===== src/rtl/frogger_engine.sv =====
// frogger_engine: VGA timing counters, frog movement/scoring, car motion and collision detection
module frogger_engine #(
    parameter int                    TOTAL_COLS  = 800,
    parameter int                    TOTAL_ROWS  = 525,
    parameter int                    GAME_WIDTH  = 20,
    parameter int                    GAME_HEIGHT = 15,
    parameter int                    START_X     = 10,
    parameter int                    START_Y     = 14,
    parameter int                    NUM_CARS    = 10,
    parameter logic [NUM_CARS*6-1:0] CAR_SPEED   = {NUM_CARS{6'd1}},
    parameter int                    MAX_X       = 20,
    parameter int                    SLOW_COUNT  = 10000000
) (
    input  logic                    i_Clk,
    input  logic                    i_Rst_L,
    input  logic                    i_HSync,
    input  logic                    i_VSync,
    input  logic                    i_Up_Mvt,
    input  logic                    i_Down_Mvt,
    input  logic                    i_Left_Mvt,
    input  logic                    i_Right_Mvt,
    input  logic [2:0]              i_Bitmap_Data,
    input  logic [NUM_CARS*6-1:0]   i_Init_X,
    input  logic [NUM_CARS*6-1:0]   i_Init_Y,
    output logic                    o_HSync,
    output logic                    o_VSync,
    output logic [9:0]              o_Col_Count,
    output logic [9:0]              o_Row_Count,
    output logic [5:0]              o_Frogger_X,
    output logic [5:0]              o_Frogger_Y,
    output logic [6:0]              o_Score,
    output logic [NUM_CARS*6-1:0]   o_Car_X,
    output logic [NUM_CARS*6-1:0]   o_Car_Y,
    output logic                    o_Collided
);
    localparam int CW = (SLOW_COUNT > 1) ? $clog2(SLOW_COUNT) : 1;

    logic                  hsync_q, vsync_q;
    logic [9:0]            col_q, col_d, row_q, row_d;
    logic [3:0]            mvt_q, mvt_d, mvt_edge;
    logic [5:0]            frog_x_q, frog_x_d, frog_y_q, frog_y_d;
    logic [6:0]            score_q, score_d;
    logic                  init_done_q;
    logic [NUM_CARS*6-1:0] car_x_q, car_x_d, car_y_q, car_y_d;
    logic [CW-1:0]         slow_q, slow_d;
    logic                  collided_q, collided_d;
    logic                  frame_start, col_wrap, slow_wrap;

    // pixel counters: restart at the rising edge of vsync, otherwise raster-scan
    always_comb begin
        frame_start = ~vsync_q & i_VSync;
        col_wrap    = col_q == 10'(TOTAL_COLS - 1);
        col_d       = (frame_start || col_wrap) ? '0 : col_q + 10'd1;
        row_d       = frame_start ? '0 :
                      !col_wrap   ? row_q :
                      (row_q == 10'(TOTAL_ROWS - 1)) ? '0 : row_q + 10'd1;
    end

    // switch edges (up, down, left, right); a held switch only moves once
    always_comb begin
        mvt_d    = {i_Up_Mvt, i_Down_Mvt, i_Left_Mvt, i_Right_Mvt};
        mvt_edge = mvt_d & ~mvt_q;
    end

    // frog: death beats goal beats movement, one move per cycle, clamped to the field
    always_comb begin
        frog_x_d = frog_x_q;
        frog_y_d = frog_y_q;
        score_d  = score_q;
        if (collided_q || i_Bitmap_Data == 3'd2) begin
            frog_x_d = 6'(START_X);
            frog_y_d = 6'(START_Y);
        end else if (i_Bitmap_Data == 3'd4) begin
            score_d  = (score_q == 7'd99) ? score_q : score_q + 7'd1;
            frog_x_d = 6'(START_X);
            frog_y_d = 6'(START_Y);
        end else if (mvt_edge[3]) begin
            frog_y_d = (frog_y_q == '0) ? frog_y_q : frog_y_q - 6'd1;
        end else if (mvt_edge[2]) begin
            frog_y_d = (frog_y_q == 6'(GAME_HEIGHT - 1)) ? frog_y_q : frog_y_q + 6'd1;
        end else if (mvt_edge[1]) begin
            frog_x_d = (frog_x_q == '0) ? frog_x_q : frog_x_q - 6'd1;
        end else if (mvt_edge[0]) begin
            frog_x_d = (frog_x_q == 6'(GAME_WIDTH - 1)) ? frog_x_q : frog_x_q + 6'd1;
        end
    end

    // cars: load once after reset, then step each lane on every slow-counter wrap
    always_comb begin
        slow_wrap = slow_q == CW'(SLOW_COUNT - 1);
        slow_d    = slow_wrap ? '0 : slow_q + CW'(1);
        car_x_d   = car_x_q;
        car_y_d   = car_y_q;
        if (!init_done_q) begin
            car_x_d = i_Init_X;
            car_y_d = i_Init_Y;
        end else if (slow_wrap) begin
            for (int i = 0; i < NUM_CARS; i++)
                car_x_d[i*6+:6] = 6'((7'(car_x_q[i*6+:6]) + 7'(CAR_SPEED[i*6+:6])) % 7'(MAX_X));
        end
    end

    // collision: any car sitting on the frog's current tile
    always_comb begin
        collided_d = 1'b0;
        for (int i = 0; i < NUM_CARS; i++)
            collided_d |= (car_x_q[i*6+:6] == frog_x_q) && (car_y_q[i*6+:6] == frog_y_q);
    end

    // state registers
    always_ff @(posedge i_Clk or negedge i_Rst_L) begin
        if (!i_Rst_L) begin
            hsync_q     <= 1'b0;
            vsync_q     <= 1'b0;
            col_q       <= '0;
            row_q       <= '0;
            mvt_q       <= '0;
            frog_x_q    <= 6'(START_X);
            frog_y_q    <= 6'(START_Y);
            score_q     <= '0;
            init_done_q <= 1'b0;
            car_x_q     <= '0;
            car_y_q     <= '0;
            slow_q      <= '0;
            collided_q  <= 1'b0;
        end else begin
            hsync_q     <= i_HSync;
            vsync_q     <= i_VSync;
            col_q       <= col_d;
            row_q       <= row_d;
            mvt_q       <= mvt_d;
            frog_x_q    <= frog_x_d;
            frog_y_q    <= frog_y_d;
            score_q     <= score_d;
            init_done_q <= 1'b1;
            car_x_q     <= car_x_d;
            car_y_q     <= car_y_d;
            slow_q      <= slow_d;
            collided_q  <= collided_d;
        end
    end

    assign o_HSync     = hsync_q;
    assign o_VSync     = vsync_q;
    assign o_Col_Count = col_q;
    assign o_Row_Count = row_q;
    assign o_Frogger_X = frog_x_q;
    assign o_Frogger_Y = frog_y_q;
    assign o_Score     = score_q;
    assign o_Car_X     = car_x_q;
    assign o_Car_Y     = car_y_q;
    assign o_Collided  = collided_q;
endmodule


===== config.mk =====
export PLATFORM = sky130hd
export DESIGN_NAME = frogger_engine
export DESIGN_NICKNAME = d
export VERILOG_FILES = /design/src/rtl/frogger_engine.sv
export SDC_FILE = /design/constraint.sdc
export NUM_CORES = 1
export LEC_CHECK = 0
export BUFFER_PORTS_ARGS = -buffer_cell sky130_fd_sc_hd__buf_4
export CAP_MARGIN = 5
export CORE_ASPECT_RATIO = 0.7
export CORE_MARGIN = 10
export CORE_UTILIZATION = 40
export DETAILED_ROUTE_END_ITERATION = 10
export GPL_TIMING_DRIVEN = 0
export PLACE_DENSITY = 0.61
export SYNTH_ARGS = -nofsm -noshare
export SYNTH_HDL_FRONTEND = slang
export SYNTH_SLANG_ARGS = --single-unit
export TNS_END_PERCENT = 50

===== constraint.sdc =====
create_clock -name i_Clk -period 6 [get_ports i_Clk]
set_clock_uncertainty 0.05 [all_clocks]
set_input_delay 1.2 -clock i_Clk [delete_from_list [all_inputs] [get_ports i_Clk]]
set_output_delay 1.2 -clock i_Clk [all_outputs]
set_load 0.01 [all_outputs]

==> results of run 1 <==
[how the worst min path moves through the flow]
stage | start | to | slack, ns
global route | slow_q[14] | slow_q[14] | 0.46
floorplan | slow_q[4] | slow_q[4] | 0.41
global placement | slow_q[14] | slow_q[14] | 0.43
CTS | slow_q[14] | slow_q[14] | 0.45
finish | slow_q[14] | slow_q[14] | 0.44
detailed placement | slow_q[11] | slow_q[11] | 0.44
[cell type report]
cell class	count	area (um^2)
multi-input cells	1175	7910
fillers	3201	15900
clock buffers	19	443
flip-flops and latches	191	4790
repair buffers	294	2240
well taps	427	534
inverters	50	188
clock inverters	13	153
plain buffers	125	477
[through the flow]
step	hold slack (ns)	setup slack [ns]	utilization [%]	total power, mW	cell area, um^2
after detailed placement	0.437	2.59	49.4	3.69	16100
after global placement	0.431	2.26	49.3	3.67	16100
after CTS	0.449	2.55	51.2	4.91	16700
final	0.445	2.66	51.3	4.92	16700
after floorplan	0.409	2.98	-	2.84	13400
after global routing	0.459	2.56	51.3	5.15	16700
[flip-flops by register name, summed over array words and instances (netlist names)]
register and count:
mvt_q 4, o_Car_Y 60, o_Frogger_X 6, o_Frogger_Y 6, o_Car_X 60, slow_q 24
o_Score 7, o_Row_Count 10, o_Col_Count 10, o_Collided 1, o_HSync 1, init_done_q 1
o_VSync 1
[worst max-delay path, stage by stage, from the launching register on]
cell      delay (ns)
dfrtp_1         0.43
ha_1            0.30
nand3_4         0.15
or3_1           0.12
clkbuf_2        0.37
clkbuf_1        0.59
clkbuf_1        0.82
nand3_1         0.26
o21ai_0         0.15
[cell families (layout without fill, tap and decap cells)]
kind of cell	after synthesis	after routing	share of synthesized area, %
AOI/OAI and AO/OA	364	364	17.5
muxes	71	71	5.95
buffers and inverters	175	501	4.98
and+or+nand+nor	507	507	19.3
adders and majority gates	38	38	3.62
other	1	1	0.0281
xor gates and xnor gates	194	194	12.7
DFF	191	191	35.8
[synthesized netlist by cell type, types with 15 or more instances]
cell type | count | area (um^2)
ha_1 | 33 | 413
nand4_1 | 53 | 332
o21ai_0 | 88 | 440
mux2_2 | 67 | 754
a21oi_1 | 88 | 440
nand3_1 | 46 | 230
buf_1 | 15 | 56.3
nor2b_1 | 25 | 156
nand2_1 | 101 | 379
nor2_1 | 128 | 480
dfrtp_1 | 186 | 4650
nor3_1 | 30 | 150
inv_1 | 50 | 188
a211oi_1 | 16 | 120
a31oi_1 | 45 | 282
xnor2_1 | 151 | 1320
xor2_1 | 43 | 377
nand2b_1 | 33 | 206
clkbuf_1 | 104 | 390
[power groups by stage]
stage | Combinational, mW | Sequential [mW] | Clock [mW]
5_1_grt | 2.18 | 1.69 | 1.29
3_5_place_dp | 2.00 | 1.69 | 0
3_3_place_gp | 1.98 | 1.69 | 0
6_report | 2.02 | 1.67 | 1.23
4_1_cts | 2.01 | 1.66 | 1.24
2_1_floorplan | 1.17 | 1.67 | 0
[metal layers]
layer / vias to the layer above / track usage [%] / wire length (um)
li1: 6131 / - / -
met1: 6522 / 34.1 / 23600
met2: 650 / 38.9 / 24300
met3: 107 / 6.39 / 4680
met4: 0 / 9.59 / 1730
met5: - / 0 / 0
==> metrics.md, run 1 <==
| Metric | Value |
|---|---|
| Status | finished, final reports clean |
| Max Slew Vio Count | 0 |
| Largest net degree at the start of global routing | slightly below 100 |
| Yosys reg bits | roughly 190 |
| Core Region | 32600 um^2 |
| Drt total wl | 54.3 mm |
| Row Count | 55 |
| Share of cells above drive strength 1 | 22.2% |
| Fin crit share | 55.7% |
| Initial DRC Count | approximately 1400 |
| Leakage | around 7.0 nW |
| Int Power | 2.93 mW |
| Die area | 41200 um^2 |
| Post-synth cell types | 72 |
| Most common cell after layout, fill and taps aside | buf_4 |
| Worst Setup Path Type | flip-flop to flip-flop |
| Postcts setup bufs | 0 |
| Mapped Cells | about 1500 |
| Sink Count | between 150 and 200 |
| Inst Count DP | 2261 |
| Crit. End Element | flip-flop |
| H-tree levels | 4 |
| Worst path required time | 6.33 ns |
| Global-route wire length before repair | 81.1 mm |
| # resized after CTS | 0 |
| Gpl congestion | about 0.95 |
| CP Data Arrival Time | 3.67 ns |
| Dominant synthesized flop cell | dfrtp_1 |
| Total GRT Usage | 25.5% |
| PortBufs | just under 300 |
| Unrepaired setup endpoints after global routing | false |
| Reg clk slew, reported paths | about 0.080 ns |
| Crit Path Max Fanout | 10 |
| Highest-count cells in the layout ignoring fill and taps | 291 x buf_4, 186 x dfrtp_1, 151 x xnor2_1 |
| Post-DRT Antenna Nets | 0 |
| CTS Buffer Depth | 2 |
| Crit path capture | o_Car_X[47] |
| Sw Pwr | 1.99 mW |
| CTS buffer count | 17 |
| Grt total ovfl | 0 |
| Hold path depth | 1 |
| Worst r2r src | slow_q[0] |
| Layout Cells excl Fill | 2294 |
| Routed via count | between 10000 and 15000 |
| Worst min-delay path class | flip-flop to flip-flop |
| Initial Util | a little over 40% |
| Startpoint Class | flip-flop |
| Yosys warnings | 0 |
| Drt first pass iters | 6 |
| Hold Buf Count CTS | 0 |
| Number of synthesized flops with an enable pin | 0 |
| Avg Cell Area, Syn | 8.67 um^2 |
| Final hold viol count | 0 |
| Layout Nets | 2020 |
| FF-to-FF path depth | 8 |
| Combinational fraction of design power | 41.1% |
| Slew margin rel. | about 6.3% |
| Flop2flop setup slack | between 2 and 3 ns |
| Peak Freq | 299 MHz |
| Area Overhead vs Synth | 25.3% |
| CTS tree | yes |
| Max Cap Viol | 0 |
| Later-pin clock latency in the skew report | ~0.47 ns |
| Post-synthesis sequential area ratio | 35.8% |
| Register share of total power | 33.9% |
| Synthesized net count | ~1700 |
| Via-to-Cell Ratio | around 5.8 |
| Min Tclk post-route | between 3 and 4 ns |
| Dpl hpwl | 39.6 mm |
| WL per Instance | 23.7 um |
| DRC violations left | 0 |
| Async S/R FF share, synth | between 90% and 100% |
| Pwr dens | 294 nW/um^2 |
| Setup TNS | 0 ns |
| Switching Share | between 40% and 50% |
| Initial antenna violation count | 0 |
| Clock power share | around 25% |
| Maximum VDD drop | between 0.00015 and 0.0002 V |
| Setup crit start | slow_q[0] |
| Worst slew pin tran | 1.41 ns |
| Die height | 173 um |
| Root Buffer | clkbuf_16 |
| I/O pin cnt | 293 |
| Final setup vio count | 0 |
| ANT cells | 0 |
| Die outline width | 238 um |
| Worst r2r dst | o_Car_X[47] |
| Vias in the first global route | 12900 |
| Synthesized area | about 13000 um^2 |
Note: power is estimated with default switching activity, not from simulation.
==> run 2: changes to the inputs <==
Settings changed: PLACE_DENSITY 0.61 to 0.63.
Clock period 6 ns to 2.84 ns, I/O delays scaled along.
==> run 2 against run 1 <==
Critical path depth decreased by 4. Via count decreased by 0.15%. Largest power group unchanged. Core utilization up 0.20 points.
==> metrics.md, run 2 (synthesis results as in run 1) <==
| Metric | Value |
|---|---|
| Status | finished, final reports clean |
| PortBufs | about 290 |
| Max Slew Vio Count | 0 |
| Hold Buf Count CTS | 0 |
| Layout Nets | 2024 |
| H-tree levels | 4 |
| Worst min-delay path class | input pin to asynchronous set/reset pin |
| Worst path required time | 3.09 ns |
| CTS buffer count | 17 |
| Dpl hpwl | between 30 and 40 mm |
| Sink Count | 191 |
| Unrepaired setup endpoints after global routing | true |
| Fin crit share | between 90% and 100% |
| Worst Setup Path Type | flip-flop to flip-flop |
| Core Region | about 33000 um^2 |
| Initial Util | 40.9% |
| Startpoint Class | flip-flop |
| CTS Buffer Depth | 2 |
| ANT cells | 0 |
| Root Buffer | clkbuf_16 |
| WL per Instance | 23.2 um |
| Max Cap Viol | 0 |
| Setup TNS | 0 ns |
| Max layer used | met4 |
| Final setup vio count | 0 |
| Largest net degree at the start of global routing | approximately 110 |
| Die area | 41200 um^2 |
| Maximum VDD drop | roughly 0.0004 V |
| Global-route wire length before repair | 80.5 mm |
| Crit. End Element | flip-flop |
| Min Tclk post-route | 2.73 ns |
| WL met3 | 4.35 mm |
| Row Count | 55 |
| Most common cell after layout, fill and taps aside | buf_4 |
| Worst hold margin | between 0.04 and 0.05 ns |
| DR WL met2 | between 20 and 25 mm |
| CTS tree | yes |
| I/O pin cnt | 293 |
| Share of cells above drive strength 1 | ~23% |
| Vias in the first global route | 13000 |
| Die height | 173 um |
| DRC violations left | 0 |
| Gpl congestion | 0.949 |
| Worst slew pin tran | roughly 1.2 ns |
| Met1 WL | 23.8 mm |
| Pwr dens | slightly above 600 nW/um^2 |
| Initial antenna violation count | 0 |
| Final hold viol count | 0 |
| Via-to-Cell Ratio | 5.83 |
| Routed via count | 13400 |
| Slew margin rel. | between 10% and 20% |
| Crit Path Max Fanout | 10 |
| Drt total wl | 53.3 mm |
| Highest-count cells in the layout ignoring fill and taps | 295 x buf_4, 185 x dfrtp_1, 151 x xnor2_1 |
| Peak Freq | 366 MHz |
| Later-pin clock latency in the skew report | 0.47 ns |
| Grt total ovfl | 0 |
| Post-DRT Antenna Nets | 0 |
| Reg clk slew, reported paths | 0.08 ns |
| Area Overhead vs Synth | 25.8% |
| Drt first pass iters | 6 |
| CP Data Arrival Time | 2.98 ns |
| Initial DRC Count | 1631 |
| Die outline width | 238 um |
| Leakage | 7.06 nW |
| Total GRT Usage | 25.1% |
==> run 2: cell count changes in the layout (fill, tap and decap cells not counted), moves of 2 or more <==
cell / change
clkbuf_4: +2
inv_6: -3
buf_1: -6
clkinvlp_4: +2
clkbuf_1: -9
buf_4: +4
inv_8: +4
clkbuf_2: +11
clkinv_8: +2
==> run 2: area by class of cell <==
type                    instances  area (um^2)
clock buffers                  17          425
repair buffers                298         2260
fillers                      3093        15800
inverters                      50          188
flip-flops and latches        191         4790
plain buffers                 125          505
well taps                     427          534
clock inverters                15          175
multi-input cells            1175         7920
==> run 2: worst paths after layout <==
path,start,endpoint,slack [ns],cells past startpoint
max reg2reg,init_done_q,o_Car_X[37],0.11,4
min reg2reg,slow_q[14],slow_q[14],0.45,1
max,init_done_q,o_Car_X[37],0.11,4
min,i_Rst_L,o_Car_X[1],0.04,1
min in group i_Clk,i_HSync,o_HSync,0.16,1
max in group asynchronous,i_Rst_L,o_Car_X[44],1.64,2
==> run 2: critical path, stage by stage, from the launching register on <==
cell and delay, ns:
dfrtp_1 0.38, clkbuf_1 0.57, clkbuf_1 0.68, clkbuf_1 0.71, a31oi_1 0.17
==> run 2: power by group <==
| group | internal [mW] | switching [mW] | total (mW) |
|---|---|---|---|
| Sequential | 3.03 | 0.490 | 3.52 |
| Combinational | 1.82 | 2.41 | 4.23 |
| Clock | 1.26 | 1.31 | 2.57 |
==> run 2: per-stage QoR <==
step	std cells	utilization, %	cell area (um^2)	power (mW)	worst slack (ns)
finish	2298	51.5	16800	10.3	0.110
global route	2298	51.5	16800	10.9	-0.0895
CTS	2297	51.4	16800	10.3	0.000308
detailed placement	2261	49.4	16100	7.72	-0.477
global placement	2260	49.3	16100	7.68	-0.506
floorplan	1541	-	13400	6.00	0.450
==> run 2: per-layer routing <==
| metal | track usage, % | vias up |
|---|---|---|
| li1 | - | 6141 |
| met3 | 5.73 | 71 |
| met5 | 0 | - |
| met4 | 6.84 | 0 |
| met2 | 38.6 | 640 |
| met1 | 34.5 | 6538 |
==> run 2: what timing repair did <==
item | in CTS | in global routing
pin swaps | 1 | 1
cloned | 0 | 0
setup buffers | 4 | 0
endpoints found under the setup margin | 68 | 30
resized for setup | 11 | 18
